===== src/rtl/counter_updown_mod_if.sv =====
// Control/status bundle for counter_updown_mod: count controls in, count and flags out.
// master drives the controls; slave is the counter itself.
interface counter_updown_mod_if #(
    parameter int dw = 8
);
    logic          ena;
    logic          up;
    logic          sat;
    logic          load;
    logic [dw-1:0] load_val;
    logic [dw-1:0] result;
    logic          tc;
    logic          wrap;

    modport master (
        output ena, up, sat, load, load_val,
        input  result, tc, wrap
    );

    modport slave (
        input  ena, up, sat, load, load_val,
        output result, tc, wrap
    );
endinterface


===== src/rtl/counter_updown_mod.sv =====
// Up/down modulo counter over 0..MAXV with load, wrap/saturate bounds, tc level and wrap pulse.
// Optional prescaler enabled by defining COUNTER_PRESCALE_EN.
module counter_updown_mod #(
    parameter int dw    = 8,
    parameter int WIDTH = 7,
    parameter int MAXV  = 2**dw - 1,
    parameter int PRESC = 4
) (
    input  logic                 clk,
    input  logic                 reset,
    counter_updown_mod_if.slave  bus
);
    localparam logic [dw-1:0] MAXV_L  = dw'(MAXV);
    localparam logic [dw-1:0] RESET_L = dw'(WIDTH);

    // Parameter sanity: refuse to elaborate an inconsistent configuration.
    generate
        if (WIDTH > MAXV) begin : g_bad_reset
            $error("counter_updown_mod: WIDTH (reset value) exceeds MAXV");
        end
        if (longint'(MAXV) >= (64'd1 << dw)) begin : g_bad_maxv
            $error("counter_updown_mod: MAXV does not fit in dw bits");
        end
        if (PRESC < 1) begin : g_bad_presc
            $error("counter_updown_mod: PRESC must be at least 1");
        end
    endgenerate

    logic [dw-1:0] result_reg, result_next;
    logic          wrap_reg, wrap_next;
    logic          step;

`ifdef COUNTER_PRESCALE_EN
    localparam int PW = (PRESC > 1) ? $clog2(PRESC) : 1;
    localparam logic [PW-1:0] PLAST = PW'(PRESC - 1);

    logic [PW-1:0] pcnt_reg, pcnt_next;

    // A step is granted only on the last enabled cycle of each prescale period.
    assign step = bus.ena && (pcnt_reg == PLAST);

    always_comb begin
        pcnt_next = pcnt_reg;
        if (bus.load) begin
            pcnt_next = '0;
        end else if (bus.ena) begin
            pcnt_next = (pcnt_reg == PLAST) ? '0 : pcnt_reg + 1'b1;
        end
    end

    always_ff @(posedge clk) begin
        if (reset) begin
            pcnt_reg <= '0;
        end else begin
            pcnt_reg <= pcnt_next;
        end
    end
`else
    assign step = bus.ena;
`endif

    always_comb begin
        result_next = result_reg;
        wrap_next   = 1'b0;
        if (bus.load) begin
            result_next = (bus.load_val > MAXV_L) ? MAXV_L : bus.load_val;
        end else if (step) begin
            if (bus.up) begin
                // Compare against MAXV rather than relying on dw-bit rollover.
                if (result_reg < MAXV_L) begin
                    result_next = result_reg + 1'b1;
                end else if (!bus.sat) begin
                    result_next = '0;
                    wrap_next   = 1'b1;
                end
            end else begin
                if (result_reg != '0) begin
                    result_next = result_reg - 1'b1;
                end else if (!bus.sat) begin
                    result_next = MAXV_L;
                    wrap_next   = 1'b1;
                end
            end
        end
    end

    always_ff @(posedge clk) begin
        if (reset) begin
            result_reg <= RESET_L;
            wrap_reg   <= 1'b0;
        end else begin
            result_reg <= result_next;
            wrap_reg   <= wrap_next;
        end
    end

    assign bus.result = result_reg;
    assign bus.wrap   = wrap_reg;
    assign bus.tc     = bus.up ? (result_reg == MAXV_L) : (result_reg == '0);

endmodule

===== src/flat_wrapper.sv =====
// flat-port wrapper written by rule: the top's interface ports become plain ports
module counter_updown_mod_flat 
#(
    parameter int dw    = 8,
    parameter int WIDTH = 7,
    parameter int MAXV  = 2**dw - 1,
    parameter int PRESC = 4
)
  (clk, reset, bus_ena, bus_up, bus_sat, bus_load, bus_load_val, bus_result, bus_tc, bus_wrap);
  counter_updown_mod_if #(.dw(dw)) bus_i ();
  input  logic clk;
  input  logic reset;
  input wire logic [$bits(bus_i.ena)-1:0] bus_ena;
  input wire logic [$bits(bus_i.up)-1:0] bus_up;
  input wire logic [$bits(bus_i.sat)-1:0] bus_sat;
  input wire logic [$bits(bus_i.load)-1:0] bus_load;
  input wire logic [$bits(bus_i.load_val)-1:0] bus_load_val;
  output wire logic [$bits(bus_i.result)-1:0] bus_result;
  output wire logic [$bits(bus_i.tc)-1:0] bus_tc;
  output wire logic [$bits(bus_i.wrap)-1:0] bus_wrap;
  assign bus_i.ena = bus_ena;
  assign bus_i.up = bus_up;
  assign bus_i.sat = bus_sat;
  assign bus_i.load = bus_load;
  assign bus_i.load_val = bus_load_val;
  assign bus_result = bus_i.result;
  assign bus_tc = bus_i.tc;
  assign bus_wrap = bus_i.wrap;
  counter_updown_mod #(.dw(dw), .WIDTH(WIDTH), .MAXV(MAXV), .PRESC(PRESC)) u_core (.clk(clk), .reset(reset), .bus(bus_i));
endmodule

===== config.mk =====
export PLATFORM = sky130hd
export DESIGN_NAME = counter_updown_mod_flat
export DESIGN_NICKNAME = d
export VERILOG_FILES = /design/src/rtl/counter_updown_mod_if.sv /design/src/rtl/counter_updown_mod.sv /design/src/flat_wrapper.sv
export SDC_FILE = /design/constraint.sdc
export NUM_CORES = 1
export LEC_CHECK = 0
export CAP_MARGIN = 40
export CORE_MARGIN = 3
export CORE_UTILIZATION = 50
export CTS_CLUSTER_DIAMETER = 50
export DETAILED_ROUTE_END_ITERATION = 8
export HOLD_SLACK_MARGIN = 0.03
export PLACE_DENSITY = 0.82
export SKIP_LAST_GASP = 1
export SLEW_MARGIN = 20
export SYNTH_ARGS = -nofsm -noshare
export SYNTH_HDL_FRONTEND = slang
export SYNTH_SLANG_ARGS = --single-unit

===== constraint.sdc =====
create_clock -name clk -period 6.45 [get_ports clk]
set_clock_uncertainty 0.2 [all_clocks]
set_input_delay 1.29 -clock clk [delete_from_list [all_inputs] [get_ports clk]]
set_output_delay 1.29 -clock clk [all_outputs]
set_load 0.01 [all_outputs]

---- Yosys cells after proc, flatten, opt, wreduce, memory -nomap -nowiden ----
Cells that the tools add are included.
word-level totals
  bits in registers ....................... 9
  logic and storage cells ................. 28
cells by class
  add/sub/neg operators ................... 2
  $lt $le $gt $ge ......................... 2
  eq/ne operators ......................... 3
  muxes and demuxes ....................... 13
  bitwise logic cells ..................... 1
  reduce and logical (&&, ||, !) cells .... 5
operators by type and width
  kind                                                   count
  2-to-1 mux 8 bit                                       8
  adder 8 x 1 -> 8 bit, second input constant            1
  == test 8 bit, second input constant                   1
  greater-than comparator 8 bit, second input constant   1
  zero test 8 bit                                        1
  < comparator 8 bit, second input constant              1
  inequality test 4 x 2 -> 1 bit, second input constant  2
  nonzero test 8 bit                                     1
  subtractor 8 x 1 -> 8 bit, second input constant       1
  2-to-1 mux 1 bit                                       5
  AND reduction 3 bit                                    1
  OR reduction 3 bit                                     1
  nonzero test 2 bit                                     1
  inverter 1 bit                                         1

---- Longest topological paths before layout ----
Gate-level depths: netlist (run 1).
  depth in word-level cells ............... 5
  mapped depth ............................ 7
  mapped depth without buffers ............ 7

---- Least setup slack after synthesis (run 1) ----
OpenSTA, ideal clock, no wires.
  path kind ............................... input port to output port
  start ................................... in bus_up
  end ..................................... out bus_tc
  arrival ................................. 1.990 ns
  path slack .............................. 2.970 ns
  stages .................................. 3
  path through ............................ nand2b_1 -> or4_4 -> o21ai_4
between the ends
  word-level cells in the longest chain between the ends .. 1
RTL lines
  what              RTL line                  RTL
  start, declared   flat_wrapper.sv:14        input wire logic [$bits(bus_i.up)-1:0] bus_up;
  2-to-1 mux 1 bit  counter_updown_mod.sv:99  assign bus.tc = bus.up ? (result_reg == MAXV_L) : (result_reg == '0);
  end, declared     flat_wrapper.sv:19        output wire logic [$bits(bus_i.tc)-1:0] bus_tc;
No other way between the ends.

---- Final worst setup path (run 1) ----
Ends and elaborated chain as after synthesis.

==> flow_summary_export.csv, run 1 <==
group,metric,value,unit
layout,largest_reg_flops,8,
clock_tree,cts.sinks,9,
power,p_sw_share,34.8,%
timing,final.min_clock_period,4.81,ns
detailed_routing,drt-wirelength-per-cell,17.1,microns
global_route,grt_pass1_wl,4090,microns
timing,whs,0.519,ns
critical_path,crit_path_end_kind,"output port",
timing,hold_viol,0,
synth,synth_warnings,0,
synth,syn_area,846,sq um
clock_tree,ctsHoldBuffers,0,
global_route,grt_usage,25.8,%
synth,synth_edf_count,0,
power,power.net_switching,0.0596,mW
layout,syn2layout_area_growth,30.0,%
detailed_routing,dr.pass1.iters,4,
timing,rsz0062_at_grt,"false",
synth,yosysSeqAreaShare,21.3,%
critical_path,cpMaxStageDelayCell,"clkdlybuf4s50_1",
detailed_routing,drt_wl_total,2480,microns
clock_tree,cts_tree,"done",
clock_tree,cts_resized,0,
synth,syn-instance-count,108,
synth,ys_seq_elements,9,
timing,drv_slew,0,
min_path,min_path_type,"flop to flop",
layout,finalNetCount,147,
power,p_clk_share,27.7,%
die,die_height,47.1,microns
critical_path,start_kind,"input pin",
timing,max_slew_margin,41.8,%
power,share_seq_of_total_power,40.9,%
run_status,status,"complete, no violations",
synth,synth_nets,125,
timing,fmax,0.208,GHz
power,p_int,0.112,mW
synth,syn_avg_cell_area,7.83,sq um
power,ir_drop,0.0978,mV
layout,antennaDiodeCount,0,
clock_tree,post_cts.repair.setup_buffers,0,
critical_path,arrival,3.32,ns
power,powerDensity,156,mW/mm^2
place,io_buffer_count,23,
detailed_routing,route.detailed.drc,0,
clock_tree,path_clk_slew,0.08,ns
power,leakage,0.418,nW
detailed_routing,ant_nets,0,
critical_path,worstPathMaxFanout,13,
critical_path,crit_path_cell_trace,"clkdlybuf4s50_1, nand2b_1, or4_4, o21ai_4, clkdlybuf4s50_1",
clock_tree,cts_buffer_depth,2,
detailed_routing,vias,983,
critical_path,cp_common_cell,"clkdlybuf4s50_1",
global_route,grt_start_max_net_pins,20,
detailed_routing,routed_via_density,6.78,
detailed_routing,drt_first_iter_violations,40,
die,coreArea,0.00154,sq mm
clock_tree,insertion_delay,0.27,ns
place,dpl.hpwl,1830,microns
critical_path,critical_path.top_delay_family,"buffers and inverters",
synth,yosysUniqueCellTypes,47,
timing,setup_viol,0,
critical_path,cp_slowest_stage_delay,0.60,ns
timing,tightest_slew,0.851,ns
global_route,overflow,0,
die,rows,14,
die,die_x,47.1,microns
critical_path,worstSetupPathType,"input pin to output port",
layout,drive_above_1_share,9.30,%
global_route,grt_pass1_vias,870,
critical_path,required,4.96,ns
clock_tree,cts-htree-levels,1,
timing,period_share,74.6,%
power,combPwrFrac,31.4,%
synth,synth_ff_type,"dfxtp_1",
die,boundaryPins,24,
synth,synthArstFlopShare,0,%
global_route,antenna_found_initial,0,
die,start_util,54.9,%
timing,tns,0,ns
place,gp_congestion,0.917,
critical_path,critPathBufInv,2,
die,dieArea,0.00222,sq mm
clock_tree,cts_buffers,3,
clock_tree,clock-root-buffer,"clkbuf_4",
run,maxCapViolCount,0,
[worst min-delay path, stage by stage (launching register included)]
cell     delay (ns)
dfxtp_1        0.39
nor3b_1        0.23
nor4_1         0.06
[metrics by stage]
step                instances  total power, mW  utilization, %  setup slack (ns)  area [sq um]
floorplan                 108           0.0996               -              2.97           846
global placement          141            0.123            69.6              1.70          1070
detailed placement        141            0.124            69.6              1.66          1070
CTS                       145            0.171            71.3              1.65          1100
global route              145            0.182            71.3              1.55          1100
finish                    145            0.171            71.3              1.64          1100
[power by group through the flow]
stage / clock network [mW] / logic, mW / registers [mW]
finish: 0.0475 / 0.0537 / 0.0700
global route: 0.0521 / 0.0590 / 0.0710
CTS: 0.0478 / 0.0534 / 0.0696
detailed placement: 0 / 0.0530 / 0.0709
global placement: 0 / 0.0524 / 0.0706
floorplan: 0 / 0.0308 / 0.0688
[placed cells by master, fill, tap and decap left out, drive strengths merged, types with 2 or more instances in the layout]
| master | n |
|---|---|
| clkdlybuf4s50 | 23 |
| dfxtp | 9 |
| o21ai | 9 |
| nand2 | 8 |
| inv | 7 |
| nand2b | 6 |
| a211oi | 6 |
| nor2 | 5 |
| a21oi | 4 |
| nor3 | 4 |
| clkbuf | 4 |
| or4 | 4 |
| nand4 | 3 |
| and3 | 3 |
| ha | 3 |
| a31oi | 3 |
| or3 | 2 |
| o31ai | 2 |
| nor4 | 2 |
| o311ai | 2 |
[routing by layer]
metal	track usage [%]	up-vias	wire [microns]	share of wire, %
met4	15.5	0	87	3.5
met3	5.75	13	225	9.1
met5	0	-	0	0
li1	-	465	-	-
met2	40.4	63	1190	48
met1	32.0	442	985	40
[layout make-up]
type | count | area [sq um]
Multi-Input combinational cell | 86 | 617
Fill cell | 143 | 442
Timing Repair Buffer | 23 | 230
Sequential cell | 9 | 180
Clock buffer | 4 | 26.3
Inverter | 7 | 26.3
Tap cell | 16 | 20.0
[final timing paths]
path / from / endpoint / slack (ns) / depth (start not counted)
worst max-delay path: bus_up / bus_tc / 1.64 / 5
worst max register to register: u_core.bus.result[0] / u_core.bus.result[7] / 3.91 / 6
worst min-delay path: u_core.bus.result[4] / u_core.bus.result[4] / 0.52 / 2
worst min register to register: u_core.bus.result[4] / u_core.bus.result[4] / 0.52 / 2
[synth_stat cells, types with 2 or more instances]
library cell / instances / share of area (%)
dfxtp_1: 9 / 21
nand2_1: 8 / 3.6
inv_1: 7 / 3.1
a211oi_1: 6 / 5.3
nand2b_1: 6 / 4.4
o21ai_0: 6 / 3.6
clkbuf_1: 5 / 2.2
nor2_1: 5 / 2.2
a21oi_1: 4 / 2.4
nor3_1: 4 / 2.4
and3_1: 3 / 2.2
ha_1: 3 / 4.4
nand4_1: 3 / 2.2
a31oi_1: 2 / 1.5
o31ai_1: 2 / 1.8
or3_1: 2 / 1.5
or4_1: 2 / 1.8
or4_4: 2 / 2.7
[cells by family after synthesis]
| kind of cell | after synthesis | share of synthesized area, % |
|---|---|---|
| simple gates | 44 | 31.5 |
| xor+xnor | 1 | 1.04 |
| compound gates | 38 | 35.9 |
| fa+ha+maj | 3 | 4.44 |
| buf+inv | 13 | 5.77 |
| flops | 9 | 21.3 |
(Power assumes the default switching activity.)
==> run 2: changes to the inputs <==
Settings changed: CORE_UTILIZATION 50 to 47, PLACE_DENSITY 0.82 to 0.78.
Clock period 6.45 ns to 4.53 ns, I/O delays scaled along.
==> run 2 against run 1 <==
Total power is 41% higher. Clock power rose by 36%. Wire length is 6.0% lower. Highest routed layer unchanged.
==> flow_summary_export.csv, run 2 (synthesis gave the netlist of run 1 again) <==
group,metric,value,unit
power,leakage,0.423,nW
critical_path,cpMaxStageDelayCell,"clkdlybuf4s50_1",
clock_tree,ctsHoldBuffers,0,
detailed_routing,drt_wl_total,2330,microns
critical_path,arrival,2.64,ns
critical_path,required,3.42,ns
critical_path,critPathBufInv,2,
layout,layout_commonest_cell,"clkdlybuf4s50_1",
run_status,status,"complete, no violations",
critical_path,worstPathMaxFanout,4,
die,coreArea,0.00159,sq mm
timing,fmax,0.267,GHz
detailed_routing,vias,950,
timing,tns,0,ns
critical_path,cp_slowest_stage_delay,0.57,ns
die,die_height,48.4,microns
clock_tree,insertion_delay,0.27,ns
timing,rsz0062_at_grt,"false",
detailed_routing,route.detailed.drc,0,
layout,drive_above_1_share,10.0,%
timing,final.min_clock_period,3.75,ns
critical_path,worstSetupPathType,"input pin to output port",
global_route,grt_start_max_net_pins,20,
clock_tree,cts_tree,"done",
place,io_buffer_count,23,
power,total_power,0.241,mW
timing,tightest_slew,0.704,ns
layout,finalNetCount,148,
die,rows,14,
global_route,antenna_found_initial,0,
global_route,overflow,0,
place,gp_congestion,0.855,
clock_tree,cts.sinks,9,
clock_tree,cts_resized,0,
min_path,min_path_type,"flop to flop",
detailed_routing,routed_via_density,6.17,
detailed_routing,drt-wirelength-per-cell,15.2,microns
clock_tree,path_clk_slew,0.06,ns
power,powerDensity,216,mW/mm^2
critical_path,start_kind,"input pin",
die,dieArea,0.00234,sq mm
timing,period_share,82.8,%
die,boundaryPins,24,
critical_path,cp_common_cell,"clkdlybuf4s50_1",
die,die_x,48.4,microns
clock_tree,post_cts.repair.setup_buffers,0,
detailed_routing,drt_first_iter_violations,29,
timing,drv_slew,0,
critical_path,crit_path_end_kind,"output port",
layout,largest_reg_flops,8,
global_route,grt_pass1_vias,872,
die,start_util,53.1,%
layout,syn2layout_area_growth,32.1,%
timing,setup_viol,0,
global_route,grt_usage,20.9,%
power,ir_drop,0.208,mV
clock_tree,clock-root-buffer,"clkbuf_4",
timing,hold_viol,0,
run,maxCapViolCount,0,
global_route,grt_pass1_wl,3970,microns
detailed_routing,ant_nets,0,
layout,final_cell_mix,"clkdlybuf4s50_1, dfxtp_1, nand2_1",
clock_tree,cts-htree-levels,1,
layout,antennaDiodeCount,0,
timing,max_slew_margin,51.9,%
place,dpl.hpwl,1760,microns
clock_tree,cts_buffer_depth,2,
critical_path,critical_path.top_delay_family,"buffers and inverters",
critical_path,crit_path_cell_trace,"clkdlybuf4s50_1, nand2b_1, or4_4, o21ai_4, clkdlybuf4s50_1",
clock_tree,cts_buffers,3,
detailed_routing,dr.pass1.iters,4,
run 2: changes by cell type in the layout (fill, tap and decap cells not counted), sizes merged:
| cell | previous run | this run |
|---|---|---|
| buf | 0 | 1 |
run 2: layout make-up:
type	instances	area (sq um)
clock buffer	4	26.3
timing repair buffer	24	238
inverter	7	26.3
sequential	9	180
tap	24	30.0
fill	141	477
multi-input combinational	86	617
run 2: worst paths after layout:
path,startpoint,end,slack (ns),depth (start not counted)
max,bus_up,bus_tc,0.78,5
min reg2reg,u_core.bus.result[4],u_core.bus.result[4],0.51,2
max reg2reg,u_core.bus.result[0],u_core.bus.result[7],2.10,7
min,u_core.bus.result[4],u_core.bus.result[4],0.51,2
run 2: worst reg2reg max path, cell delays in order (launching register included):
cell and delay, ns:
dfxtp_1 0.50, inv_1 0.14, ha_1 0.22, nand2b_1 0.11
nor4_2 0.07, a2111oi_0 0.65, o21ai_0 0.23, o2111a_1 0.20
run 2: routing by layer:
metal  up-vias  wire length [microns]  global-route usage (%)
li1        470                      -                       -
met1       438                   1010                    26.2
met3         4                    161                    6.75
met4         0                     16                    4.74
met2        38                   1140                    34.9
met5         -                      0                       0
run 2: report_power, final:
part	internal (mW)	switching, mW
Combinational	0.0403	0.0361
Clock	0.0341	0.0304
Sequential	0.0852	0.0148
Total	0.160	0.0813
run 2: through the flow:
step                utilization (%)  std cells  instance area [sq um]  setup slack (ns)  hold WS (ns)
global route                   70.1        154                   1120             0.725         0.551
finish                         70.1        154                   1120             0.781         0.510
floorplan                         -        108                    846              1.82         0.479
detailed placement             68.4        150                   1090             0.802         0.495
global placement               68.4        150                   1090             0.801         0.492
CTS                            70.1        154                   1120             0.788         0.505
